===== config.mk =====
export PLATFORM = sky130hd
export DESIGN_NAME = wordle_guess_scorer_flat
export DESIGN_NICKNAME = d
export VERILOG_FILES = /design/src/rtl/wordle_guess_scorer_if.sv /design/src/rtl/wordle_guess_scorer.sv /design/src/flat_wrapper.sv
export SDC_FILE = /design/constraint.sdc
export NUM_CORES = 1
export LEC_CHECK = 0
export CORE_UTILIZATION = 50
export DETAILED_ROUTE_END_ITERATION = 10
export PLACE_DENSITY = 0.8
export REMOVE_ABC_BUFFERS = 1
export SYNTH_ARGS = -nofsm -noshare
export SYNTH_HDL_FRONTEND = slang
export SYNTH_SLANG_ARGS = --single-unit

===== constraint.sdc =====
create_clock -name Clk -period 6 [get_ports Clk]
set_clock_uncertainty 0.2 [all_clocks]
set_input_delay 0.9 -clock Clk [delete_from_list [all_inputs] [get_ports Clk]]
set_output_delay 0.9 -clock Clk [all_outputs]
set_load 0.01 [all_outputs]

===== src/rtl/wordle_guess_scorer_if.sv =====
// Request/result bundle between the game state machine and the guess scorer.
//   start  : request scoring of guess against answer (sampled only when idle)
//   guess  : NUM_LETTERS letters of LETTER_W bits, letter 0 in the MSBs
//   answer : word of the day, same packing as guess
//   busy   : scorer is not idle
//   done   : one-cycle pulse, score/win/err valid
//   score  : 2 bits per letter (00 gray, 01 yellow, 10 green), letter 0 in the MSBs
//   win    : every letter green
//   err    : guess held a letter outside 'A'..'Z' (letter-check builds only)
// master = game state machine side, slave = scorer side.
interface wordle_guess_scorer_if #(
  parameter int NUM_LETTERS = 5,
  parameter int LETTER_W    = 8
);
  logic                            start;
  logic [NUM_LETTERS*LETTER_W-1:0] guess;
  logic [NUM_LETTERS*LETTER_W-1:0] answer;
  logic                            busy;
  logic                            done;
  logic [2*NUM_LETTERS-1:0]        score;
  logic                            win;
  logic                            err;

  modport master (
    output start, guess, answer,
    input  busy, done, score, win, err
  );

  modport slave (
    input  start, guess, answer,
    output busy, done, score, win, err
  );
endinterface


===== src/rtl/wordle_guess_scorer.sv =====
// Sequenced Wordle scoring engine for one guess against the word of the day.
// A green pass (exact position) runs first, one letter per cycle, then a
// yellow pass that matches each non-green guess letter against the lowest
// still-unused answer letter, so duplicate letters are never over-credited.
// Both passes share one comparator bank indexed by idx.
//
// Ports:
//   Clk   : system clock, all logic on posedge
//   reset : synchronous, active-high; aborts any scoring in progress
//   bus   : wordle_guess_scorer_if slave modport (start/guess/answer in,
//           busy/done/score/win/err out)
//
// Latency: start sampled on edge E0, done high in the cycle after E0+10,
// busy high for 11 cycles. start while busy is dropped.
//
// Build option: define WORDLE_SCORE_LETTER_CHECK_EN to range-check guess
// letters ('A'..'Z') at capture; an out-of-range letter reports err=1 with
// score and win forced to 0. Without it err is tied 0 and bytes are scored
// as-is.
module wordle_guess_scorer #(
  parameter int NUM_LETTERS = 5,
  parameter int LETTER_W    = 8
) (
  input  logic                  Clk,
  input  logic                  reset,
  wordle_guess_scorer_if.slave  bus
);

  localparam int WORD_W  = NUM_LETTERS * LETTER_W;
  localparam int SCORE_W = 2 * NUM_LETTERS;
  localparam int IDX_W   = (NUM_LETTERS > 1) ? $clog2(NUM_LETTERS) : 1;
  localparam logic [IDX_W-1:0]   LAST_IDX  = IDX_W'(NUM_LETTERS - 1);
  localparam logic [SCORE_W-1:0] ALL_GREEN = {NUM_LETTERS{2'b10}};

  typedef enum logic [1:0] {IDLE, GREEN, YELLOW, DONE} state_t;

  state_t               state, state_nxt;
  logic [IDX_W-1:0]     idx;
  logic [WORD_W-1:0]    guess_q, answer_q;
  logic [SCORE_W-1:0]   score_q;
  logic [NUM_LETTERS-1:0] used;
  logic                 win_q;
  logic                 force_clear;

  logic [LETTER_W-1:0]  g_cur, a_cur;
  logic [1:0]           s_cur;
  logic                 found;
  logic [IDX_W-1:0]     found_j;

  function automatic logic [LETTER_W-1:0] letter_of(input logic [WORD_W-1:0] w,
                                                    input int i);
    return w[(NUM_LETTERS-1-i)*LETTER_W +: LETTER_W];
  endfunction

  function automatic int score_pos(input logic [IDX_W-1:0] i);
    return SCORE_W - 2 - 2*int'(i);
  endfunction

  assign g_cur = letter_of(guess_q,  int'(idx));
  assign a_cur = letter_of(answer_q, int'(idx));
  assign s_cur = score_q[score_pos(idx) +: 2];

  // Lowest unused answer position holding the current guess letter; scanning
  // downward lets the last hit (the lowest j) win.
  always_comb begin
    found   = 1'b0;
    found_j = '0;
    for (int j = NUM_LETTERS-1; j >= 0; j--) begin
      if (!used[j] && (letter_of(answer_q, j) == g_cur)) begin
        found   = 1'b1;
        found_j = IDX_W'(j);
      end
    end
  end

  always_ff @(posedge Clk) begin
    if (reset) state <= IDLE;
    else       state <= state_nxt;
  end

  always_comb begin
    state_nxt = state;
    case (state)
      IDLE:    if (bus.start)        state_nxt = GREEN;
      GREEN:   if (idx == LAST_IDX)  state_nxt = YELLOW;
      YELLOW:  if (idx == LAST_IDX)  state_nxt = DONE;
      DONE:                          state_nxt = IDLE;
      default:                       state_nxt = IDLE;
    endcase
  end

  always_ff @(posedge Clk) begin
    if (reset) begin
      idx     <= '0;
      used    <= '0;
      score_q <= '0;
      win_q   <= 1'b0;
    end else begin
      case (state)
        IDLE: begin
          if (bus.start) begin
            guess_q  <= bus.guess;
            answer_q <= bus.answer;
            score_q  <= '0;
            used     <= '0;
            idx      <= '0;
          end
        end
        GREEN: begin
          if (g_cur == a_cur) begin
            score_q[score_pos(idx) +: 2] <= 2'b10;
            used[idx]                    <= 1'b1;
          end
          idx <= (idx == LAST_IDX) ? '0 : idx + 1'b1;
        end
        YELLOW: begin
          if ((s_cur != 2'b10) && found) begin
            score_q[score_pos(idx) +: 2] <= 2'b01;
            used[found_j]                <= 1'b1;
          end
          if (idx == LAST_IDX) begin
            idx <= '0;
            // Yellow never creates a green, so the pre-update score decides win.
            win_q <= !force_clear && (score_q == ALL_GREEN);
            if (force_clear) score_q <= '0;
          end else begin
            idx <= idx + 1'b1;
          end
        end
        default: ;
      endcase
    end
  end

`ifdef WORDLE_SCORE_LETTER_CHECK_EN
  logic bad;
  logic err_q;

  function automatic logic guess_has_bad(input logic [WORD_W-1:0] w);
    logic b;
    b = 1'b0;
    for (int i = 0; i < NUM_LETTERS; i++) begin
      if ((letter_of(w, i) < LETTER_W'(8'h41)) || (letter_of(w, i) > LETTER_W'(8'h5A)))
        b = 1'b1;
    end
    return b;
  endfunction

  always_ff @(posedge Clk) begin
    if (reset) begin
      bad   <= 1'b0;
      err_q <= 1'b0;
    end else if ((state == IDLE) && bus.start) begin
      bad <= guess_has_bad(bus.guess);
    end else if ((state == YELLOW) && (idx == LAST_IDX)) begin
      err_q <= bad;
    end
  end

  assign force_clear = bad;
  assign bus.err     = err_q;
`else
  assign force_clear = 1'b0;
  assign bus.err     = 1'b0;
`endif

  assign bus.busy  = (state != IDLE);
  assign bus.done  = (state == DONE);
  assign bus.score = score_q;
  assign bus.win   = win_q;

endmodule


===== src/flat_wrapper.sv =====
// flat-port wrapper written by rule: the top's interface ports become plain ports
module wordle_guess_scorer_flat 
#(
  parameter int NUM_LETTERS = 5,
  parameter int LETTER_W    = 8
)
  (Clk, reset, bus_start, bus_guess, bus_answer, bus_busy, bus_done, bus_score, bus_win, bus_err);
  wordle_guess_scorer_if #(.NUM_LETTERS(NUM_LETTERS), .LETTER_W(LETTER_W)) bus_i ();
  input  logic Clk;
  input  logic reset;
  input wire logic [$bits(bus_i.start)-1:0] bus_start;
  input wire logic [$bits(bus_i.guess)-1:0] bus_guess;
  input wire logic [$bits(bus_i.answer)-1:0] bus_answer;
  output wire logic [$bits(bus_i.busy)-1:0] bus_busy;
  output wire logic [$bits(bus_i.done)-1:0] bus_done;
  output wire logic [$bits(bus_i.score)-1:0] bus_score;
  output wire logic [$bits(bus_i.win)-1:0] bus_win;
  output wire logic [$bits(bus_i.err)-1:0] bus_err;
  assign bus_i.start = bus_start;
  assign bus_i.guess = bus_guess;
  assign bus_i.answer = bus_answer;
  assign bus_busy = bus_i.busy;
  assign bus_done = bus_i.done;
  assign bus_score = bus_i.score;
  assign bus_win = bus_i.win;
  assign bus_err = bus_i.err;
  wordle_guess_scorer #(.NUM_LETTERS(NUM_LETTERS), .LETTER_W(LETTER_W)) u_core (.Clk(Clk), .reset(reset), .bus(bus_i));
endmodule

==> flow_metrics.env, run 1 <==
export IMPL_status="complete, no violations"
export IMPL_portBuffers=95
export IMPL_async_flop_share_pct=0
export IMPL_overflow=0
export IMPL_synth_edf_count=80
export IMPL_avgSynthCellArea_um2=11.33
export IMPL_n_antenna_cell=0
export IMPL_crit_fanout=18
export IMPL_die_w_um=108.8
export IMPL_cts_setup_buffers=0
export IMPL_dp_cells=723
export IMPL_grt_pass1_vias=4556
export IMPL_antenna_left=0
export IMPL_rr_endpoint="u_core.bus.score[5]"
export IMPL_post_drt_wl_per_cell_um=20.24
export IMPL_layout_drive_gt1_share_pct=10.02
export IMPL_clk_pin_slew_worst_paths_ns=0.07
export IMPL_nets=688
export IMPL_netlist_top_cell_by_area="edfxtp_1"
export IMPL_drt_iter0_markers=524
export IMPL_critPathRequiredTime_ns=6.05
export IMPL_route_detailed_drc=0
export IMPL_synth_top_area_share_pct=42.14
export IMPL_die_area_um2=11830
export IMPL_numCtsBuffers=9
export IMPL_fin_crit_sh_pct=83.06
export IMPL_multiInputGateArea_um2=2628
export IMPL_insertion_delay_ns=0.35
export IMPL_r2r_start="u_core.idx[1]"
export IMPL_cts_sinks=101
export IMPL_dp_slack_ns=1.071
export IMPL_synth_ff_type="edfxtp_1"
export IMPL_synth_seq_cells=101
export IMPL_netlist_area_um2=5700
export IMPL_dpl_hpwl_um=11210
export IMPL_finalSetupViolCount=0
export IMPL_setup_tns_ns=0
export IMPL_crit_type="flop to flop"
export IMPL_core_area_um2=10980
export IMPL_report_final_slew_viol_count=0
export IMPL_yosys_top_cells_area="edfxtp_1 (42%), dfxtp_1 (7.4%), mux4_2 (7.1%)"
export IMPL_regArea_um2=2823
export IMPL_power_uw=3012
export IMPL_fill_cells=885
export IMPL_r2r_slack_ns=1.02
export IMPL_fmax_mhz=200.7
export IMPL_clockBufferDepth=2
export IMPL_pin_count=97
export IMPL_cts_resized=0
export IMPL_path_cells="inv_1, ha_1, ha_1, inv_1, and2_1, nand2_1, inv_1, ha_1, nor4b_1, nand3_1, a21oi_1, nand3b_1, nor3_1, nor2_1, o21ai_0, o21ai_0, a22o_1"
export IMPL_layout_setup_ws_ns=1.016
export IMPL_whs_path_depth=2
export IMPL_slew_headroom_pct=46.03
export IMPL_pwr_density_cell_nw_per_um2=427.7
export IMPL_worstHoldStart="u_core.bus.score[8]"
export IMPL_drt_wl_total_um=14960
export IMPL_grt_pass1_wl_um=23670
export IMPL_yosysWarnings=0
export IMPL_maxCapViolations=0
export IMPL_die_y_um=108.8
export IMPL_rsz0062_at_grt="no"
export IMPL_cp_slowest_cell="and2_1"
export IMPL_area_delta_synth_final_pct=23.51
export IMPL_num_vias=4621
export IMPL_hold_viol=0
export IMPL_cp_end_kind="flop"
export IMPL_clock_root_buffer="clkbuf_16"
export IMPL_tightest_slew_ns=0.8095
export IMPL_netlist_instances=503
export IMPL_antenna_found_initial=0
export IMPL_cts_tree="yes"
export IMPL_routed_via_density=6.253
export IMPL_dr_pass1_iters=6
export IMPL_stdcell_count=739
export IMPL_start_util_pct=51.90
export IMPL_slowest_delay_ns=0.64
export IMPL_min_to="u_core.bus.score[8]"
export IMPL_cts_htree_levels=3
export IMPL_yosysSeqAreaShare_pct=49.52
export IMPL_vdd_drop_max_mv=0.2271
export IMPL_grt_total_usage_pct=27.04
export IMPL_ys_types=81
export IMPL_min_path_type="flop to flop"
export IMPL_grt_max_degree=57
export IMPL_power_leakage_uw=0.002448
export IMPL_gp_congestion=0.9934
export IMPL_worstRegToRegCells=17
export IMPL_finalCriticalPeriod_ns=4.984
export IMPL_rows=38
export IMPL_arrival_ns=5.03
export IMPL_ctsHoldBuffers=0
export IMPL_startpoint_type="flop"
## per-stage QoR
step	hold slack [ns]	utilization [%]	instance area [um^2]
5_1_grt	0.2917	64.10	7041
3_3_place_gp	0.2415	61.62	6768
4_1_cts	0.2740	64.10	7041
2_1_floorplan	0.2361	-	5574
6_report	0.2694	64.10	7041
3_5_place_dp	0.2648	61.62	6768
## cell families after synthesis
group | after synthesis | share of synthesized area (%)
and+or+nand+nor | 158 | 15.15
AOI/OAI and AO/OA | 134 | 17.82
DFF | 101 | 49.52
buffers and inverters | 58 | 4.522
xor gates and xnor gates | 21 | 3.227
muxes | 19 | 7.287
adders and majority gates | 11 | 2.414
other | 1 | 0.06578
## critical path, delay by kind of cell (launching register included)
kind            cells  cell delay, ns
flops               1            0.54
buf+inv             3            0.68
compound gates      4            0.63
fa+ha+maj           3            0.84
simple gates        7            1.97
## placed cells by master, fill, tap and decap left out, types with 7 or more instances in the layout
master and instances:
a21oi_1 19, xor2_1 7, nor2b_1 10, nor2_1 34, clkbuf_16 9, dfxtp_1 21, nand2b_1 7, buf_4 8
and3_1 10, a32oi_1 8, a22oi_1 10, xnor2_1 14, mux4_2 18, nand4_1 9, clkdlybuf4s50_1 95, edfxtp_1 80
inv_1 32, nand2_1 30, nor3_1 10, nand3_1 12, o21ai_0 18, and2_1 7, ha_1 11, o22ai_1 12
## area by class of cell
type / count / area share, %
flip-flops and latches: 101 / 40.09
multi-input cells: 344 / 37.32
repair buffers: 103 / 14.36
clock buffers: 9 / 3.199
well taps: 140 / 2.488
inverters: 35 / 1.866
clock inverters: 7 / 0.6753
## routing by layer
layer	vias up	part of all wire, %	global-route usage (%)	wire (um)
met5	-	0	0	0
met4	0	3.6	14.58	539
met3	40	7.3	5.499	1086
met2	239	48	43.22	7225
met1	2214	41	34.56	6108
li1	2128	-	-	-
## worst max path at each step
| stage | start | to | slack [ns] |
|---|---|---|---|
| after detailed placement | u_core.idx[1] | u_core.bus.score[5] | 1.07 |
| after CTS | u_core.idx[1] | u_core.bus.score[5] | 1.06 |
| after global placement | u_core.idx[1] | u_core.bus.score[9] | 1.26 |
| after global routing | u_core.idx[1] | u_core.bus.score[5] | 0.48 |
| final | u_core.idx[1] | u_core.bus.score[5] | 1.02 |
| after floorplan | u_core.idx[0] | u_core.bus.score[0] | 0.51 |
## power by group
group / leakage, uW / switching [uW] / internal, uW
registers: 0.000911 / 63.8 / 860
logic: 0.00140 / 943 / 606
clock network: 0.000135 / 257 / 282
## state kept, by name, indices dropped and copies added (netlist names)
register          cells
u_core.state          2
u_core.bus.score     10
u_core.bus.win        1
u_core.guess_q       40
u_core.used           5
u_core.idx            3
u_core.answer_q      40
## synth_stat cells, types with 8 or more instances
master     n
edfxtp_1  80
nor2_1    35
inv_1     32
nand2_1   30
dfxtp_1   21
a21oi_1   19
mux4_2    18
o21ai_0   18
xnor2_1   14
nand3_1   12
o22ai_1   12
ha_1      11
a22oi_1   10
and3_1    10
clkbuf_1  10
nor2b_1   10
nor3_1    10
nand4_1    9
a32oi_1    8
buf_2      8
Note: power is estimated with default switching activity, not from simulation.
==> inputs of run 2 (changes only) <==
--- a/config.mk
+++ b/config.mk
@@ -5,9 +5,9 @@
 export SDC_FILE = /design/constraint.sdc
 export NUM_CORES = 1
 export LEC_CHECK = 0
-export CORE_UTILIZATION = 50
+export CORE_UTILIZATION = 49
 export DETAILED_ROUTE_END_ITERATION = 10
-export PLACE_DENSITY = 0.8
+export PLACE_DENSITY = 0.82
 export REMOVE_ABC_BUFFERS = 1
 export SYNTH_ARGS = -nofsm -noshare
 export SYNTH_HDL_FRONTEND = slang
==> constraint.sdc (replaced) <==
create_clock -name Clk -period 4.3 [get_ports Clk]
set_clock_uncertainty 0.2 [all_clocks]
set_input_delay 0.645 -clock Clk [delete_from_list [all_inputs] [get_ports Clk]]
set_output_delay 0.645 -clock Clk [all_outputs]
set_load 0.01 [all_outputs]
==> run 2 against run 1 <==
Effect of this change:
- via count up 1.4%
- core utilization decreased by 0.18 points
- register-to-register slack worse by 0.79 ns
- critical endpoint is now u_core.bus.score[9]
- routed wire length rose by 2.6%
- final cell count increased by 2.7%
- sequential cell count unchanged
- total power is 50% higher
==> flow_metrics.env, run 2 (synthesis results as in run 1) <==
export IMPL_clockBufferDepth=2
export IMPL_ctsHoldBuffers=0
export IMPL_worstHoldStart="u_core.bus.score[8]"
export IMPL_vdd_drop_max_mv=0.3209
export IMPL_crit_type="flop to flop"
export IMPL_critPathRequiredTime_ns=4.36
export IMPL_rsz0062_at_grt="no"
export IMPL_num_vias=4684
export IMPL_cp_slowest_cell="nor4_2"
export IMPL_cts_tree="yes"
export IMPL_n_antenna_cell=0
export IMPL_fin_util_pct=63.93
export IMPL_whs_path_depth=2
export IMPL_start_util_pct=50.14
export IMPL_r2r_start="u_core.idx[1]"
export IMPL_dpl_instance_area_um2=6912
export IMPL_cts_setup_buffers=0
export IMPL_final_area_um2=7268
export IMPL_rows=39
export IMPL_antenna_left=0
export IMPL_fin_crit_sh_pct=94.79
export IMPL_cts_htree_levels=3
export IMPL_core_area_um2=11370
export IMPL_post_drt_wl_per_cell_um=20.22
export IMPL_die_w_um=109.9
export IMPL_fmax_mhz=245.4
export IMPL_mostFrequentLayoutCells="clkdlybuf4s50_1 (95), edfxtp_1 (80), nor2_1 (34)"
export IMPL_finalCriticalPeriod_ns=4.076
export IMPL_status="complete, no violations"
export IMPL_slowest_delay_ns=0.47
export IMPL_maxCapViolations=0
export IMPL_startpoint_type="flop"
export IMPL_report_final_slew_viol_count=0
export IMPL_tightest_slew_ns=0.8573
export IMPL_dr_pass1_iters=5
export IMPL_pin_count=97
export IMPL_numCtsBuffers=9
export IMPL_nets=705
export IMPL_grt_max_degree=47
export IMPL_area_delta_synth_final_pct=27.50
export IMPL_cp_top_family="compound AO/OA/AOI/OAI gates"
export IMPL_path_cells="inv_1, ha_1, buf_4, mux4_2, a32oi_4, xor2_1, o211ai_1, nor4_2, a311o_2, o41ai_2, buf_4, or3b_4, o41ai_2"
export IMPL_gp_congestion=0.9472
export IMPL_clock_root_buffer="clkbuf_16"
export IMPL_power_uw=4523
export IMPL_die_y_um=109.9
export IMPL_crit_buf_inv=3
export IMPL_drt_iter0_markers=442
export IMPL_layout_setup_ws_ns=0.2242
export IMPL_die_area_um2=12070
export IMPL_min_to="u_core.bus.score[8]"
export IMPL_overflow=0
export IMPL_layout_drive_gt1_share_pct=12.99
export IMPL_worstRegToRegCells=13
export IMPL_grt_total_usage_pct=27.39
export IMPL_portBuffers=95
export IMPL_slew_headroom_pct=42.71
export IMPL_crit_fanout=14
export IMPL_path_depth=13
export IMPL_r2r_slack_ns=0.22
export IMPL_final_common_cell="clkdlybuf4s50_1"
export IMPL_antenna_found_initial=0
export IMPL_cts_sinks=101
export IMPL_grt_pass1_vias=4730
export IMPL_route_detailed_drc=0
export IMPL_rr_endpoint="u_core.bus.score[9]"
export IMPL_dp_cells=743
export IMPL_arrival_ns=4.13
export IMPL_grt_pass1_wl_um=24320
export IMPL_insertion_delay_ns=0.35
export IMPL_dp_slack_ns=0.2080
export IMPL_routed_via_density=6.171
export IMPL_stdcell_count=759
export IMPL_pwr_density_cell_nw_per_um2=622.3
export IMPL_power_leakage_uw=0.002567
export IMPL_cp_end_kind="flop"
export IMPL_hold_viol=0
export IMPL_drt_wl_total_um=15350
export IMPL_dpl_hpwl_um=11650
export IMPL_min_path_type="flop to flop"
export IMPL_clk_pin_slew_worst_paths_ns=0.07
export IMPL_finalSetupViolCount=0
## run 2: cell types whose count changed in the layout (fill, tap and decap cells not counted), moves of 2 or more
cell	before	now
buf_4	8	24
bufinv_16	0	3
clkinv_1	4	2
clkinv_4	2	0
## run 2: how the worst max path moves through the flow
stage                                to          start
detailed placement  u_core.bus.score[9]  u_core.idx[1]
finish              u_core.bus.score[9]  u_core.idx[1]
global route        u_core.bus.score[9]  u_core.idx[1]
CTS                      u_core.used[0]  u_core.idx[1]
global placement    u_core.bus.score[9]  u_core.idx[0]
floorplan           u_core.bus.score[0]  u_core.idx[0]
## run 2: layout make-up
type | count | area (um^2)
clock inverters | 6 | 117.6
fillers | 902 | 4101
clock buffers | 10 | 229.0
flip-flops and latches | 101 | 2823
well taps | 143 | 178.9
multi-input cells | 344 | 2638
inverters | 35 | 131.4
repair buffers | 120 | 1151
## run 2: power by group
part	switching [uW]	leakage [uW]	internal (uW)	total [uW]
combinational	1370	0.00149	941	2310
clock	361	0.000165	575	936
sequential	83.4	0.000911	1200	1280
total	1810	0.00257	2710	4520
## run 2: worst min-delay path, cell delays in order (launching register included)
cell and delay (ns):
dfxtp_1 0.32, nand2_1 0.06, o2bb2ai_1 0.05
## run 2: what timing repair did
action / 4_1_cts / 5_1_grt
resized for setup: 0 / 3
endpoints found under the hold margin: 0 / 0
setup endpoints to repair: 0 / 10
## run 2: layer usage
metal,vias up,routed length [um],global-route usage [%]
met5,-,0,0
met4,0,484,12.86
met3,41,820,4.742
met2,219,7891,47.28
met1,2261,6149,33.19
li1,2163,-,-
## run 2: metrics by stage
step | hold WS, ns | setup TNS (ns)
floorplan | 0.2361 | -54.70
global placement | 0.2397 | 0
detailed placement | 0.2607 | 0
CTS | 0.2699 | 0
global route | 0.2963 | 0
finish | 0.2663 | 0
==> inputs of run 3 (changes only) <==
--- a/config.mk
+++ b/config.mk
@@ -7,7 +7,7 @@
 export LEC_CHECK = 0
 export CORE_UTILIZATION = 49
 export DETAILED_ROUTE_END_ITERATION = 10
-export PLACE_DENSITY = 0.82
+export PLACE_DENSITY = 0.78
 export REMOVE_ABC_BUFFERS = 1
 export SYNTH_ARGS = -nofsm -noshare
 export SYNTH_HDL_FRONTEND = slang
==> run 3 against run 2 <==
Effect of this change:
- clock power down 13%
- sequential power is essentially flat
- final area down 0.57%
- first-iteration DRC count down 30%
- die area unchanged
- critical path depth unchanged
- routed wire length is 1.7% higher
- maximum frequency is 2.6% lower
- sequential share of layout area up 0.22 points
- register-to-register slack got worse by 0.11 ns
- clock-buffer cell count is 1 higher
- critical path type unchanged
==> flow_metrics.env, run 3 (synthesis results as in run 1) <==
export IMPL_fill_cells=924
export IMPL_grt_pass1_vias=4622
export IMPL_core_area_um2=11370
export IMPL_route_detailed_drc=0
export IMPL_clk_pin_slew_worst_paths_ns=0.06
export IMPL_rows=39
export IMPL_finalSetupViolCount=0
export IMPL_grt_total_usage_pct=26.98
export IMPL_numCtsBuffers=9
export IMPL_drt_iter0_markers=311
export IMPL_pin_count=97
export IMPL_fmax_mhz=239.0
export IMPL_area_delta_synth_final_pct=26.78
export IMPL_clock_root_buffer="clkbuf_16"
export IMPL_power_leakage_uw=0.002539
export IMPL_routed_via_density=6.172
export IMPL_portBuffers=95
export IMPL_final_area_um2=7227
export IMPL_critPathRequiredTime_ns=4.34
export IMPL_drt_wl_total_um=15610
export IMPL_slew_headroom_pct=49.06
export IMPL_hold_viol=0
export IMPL_fin_crit_sh_pct=97.30
export IMPL_insertion_delay_ns=0.35
export IMPL_clockBufferDepth=2
export IMPL_crit_type="flop to flop"
export IMPL_rsz0062_at_grt="yes"
export IMPL_dpl_instance_area_um2=6909
export IMPL_whs_ns=0.2560
export IMPL_overflow=0
export IMPL_crit_fanout=14
export IMPL_status="complete, no violations"
export IMPL_cp_end_kind="flop"
export IMPL_nets=703
export IMPL_report_final_slew_viol_count=0
export IMPL_antenna_found_initial=0
export IMPL_grt_max_degree=50
export IMPL_cts_sinks=101
export IMPL_arrival_ns=4.23
export IMPL_die_w_um=109.9
export IMPL_dr_pass1_iters=5
export IMPL_pwr_density_cell_nw_per_um2=613.7
export IMPL_gp_congestion=0.9635
export IMPL_die_area_um2=12070
export IMPL_startpoint_type="flop"
export IMPL_vdd_drop_max_mv=0.4229
export IMPL_n_antenna_cell=0
export IMPL_fin_util_pct=63.56
export IMPL_tightest_slew_ns=0.7622
export IMPL_maxCapViolations=0
export IMPL_dpl_hpwl_um=11780
export IMPL_mostFrequentLayoutCells="clkdlybuf4s50_1 (95), edfxtp_1 (80), nor2_1 (34)"
export IMPL_final_common_cell="clkdlybuf4s50_1"
export IMPL_finalCriticalPeriod_ns=4.184
export IMPL_cts_tree="yes"
export IMPL_post_drt_wl_per_cell_um=20.62
export IMPL_num_vias=4672
export IMPL_antenna_left=0
export IMPL_die_y_um=109.9
export IMPL_min_path_type="flop to flop"
export IMPL_layout_drive_gt1_share_pct=12.70
export IMPL_start_util_pct=50.14
export IMPL_grt_pass1_wl_um=24000
export IMPL_cts_htree_levels=3
[run 3: layout make-up]
class                           instances  area (um^2)  share of cell area [%]
Sequential cell                       101         2823                   39.06
Clock buffer                           11        232.7                   3.220
Multi-Input combinational cell        344         2654                   36.72
Inverter                               35        131.4                   1.818
Tap cell                              143        178.9                   2.476
Clock inverter                          5        58.81                  0.8137
Timing Repair Buffer                  118         1149                   15.89
[run 3: worst max-delay path, cell delays in order (launching register included)]
cell and delay (ns):
dfxtp_1 0.40, inv_2 0.10, ha_1 0.36, buf_4 0.27
mux4_2 0.40, and3_1 0.24, nor2_1 0.29, xnor2_1 0.13
or3_1 0.43, nor4_2 0.32, o41ai_2 0.10, buf_4 0.20
or3b_4 0.40, o41ai_2 0.23
[run 3: where the power goes]
part	switching (uW)	internal (uW)	leakage (uW)	total [uW]
clock	356	454	0.000138	810
sequential	90.0	1200	0.000911	1290
combinational	1390	946	0.00149	2340
total	1840	2600	0.00254	4440
[run 3: routing by layer]
layer	wire length (um)	up-vias	global-route usage, %
met4	363	0	8.952
met1	6536	2292	33.67
met3	959	26	5.453
met2	7749	199	46.56
li1	-	2155	-
met5	0	-	0
[run 3: path summary, 6_finish.rpt]
kind,from,to,slack [ns],cells after the start
setup / recovery,u_core.idx[0],u_core.bus.score[9],0.12,13
setup reg to reg,u_core.idx[0],u_core.bus.score[9],0.12,13
hold / removal,u_core.bus.win,u_core.bus.win,0.26,2
hold reg to reg,u_core.bus.win,u_core.bus.win,0.26,2
[run 3: stage by stage]
stage / TNS, ns / setup slack [ns] / total power [uW] / std cells
floorplan: -54.70 / -1.192 / 2786 / 480
global placement: 0 / 0.2146 / 3538 / 741
detailed placement: 0 / 0.09096 / 3561 / 741
CTS: 0 / 0.05122 / 4378 / 757
global route: -0.05097 / -0.05097 / 4671 / 757
finish: 0 / 0.1161 / 4435 / 757
[run 3: what timing repair did]
item                       CTS  global route
hold buffers                 0             0
setup endpoints to repair    0            12
setup buffers                0             0
hold endpoints to repair     0             0
gates resized for setup      0             6
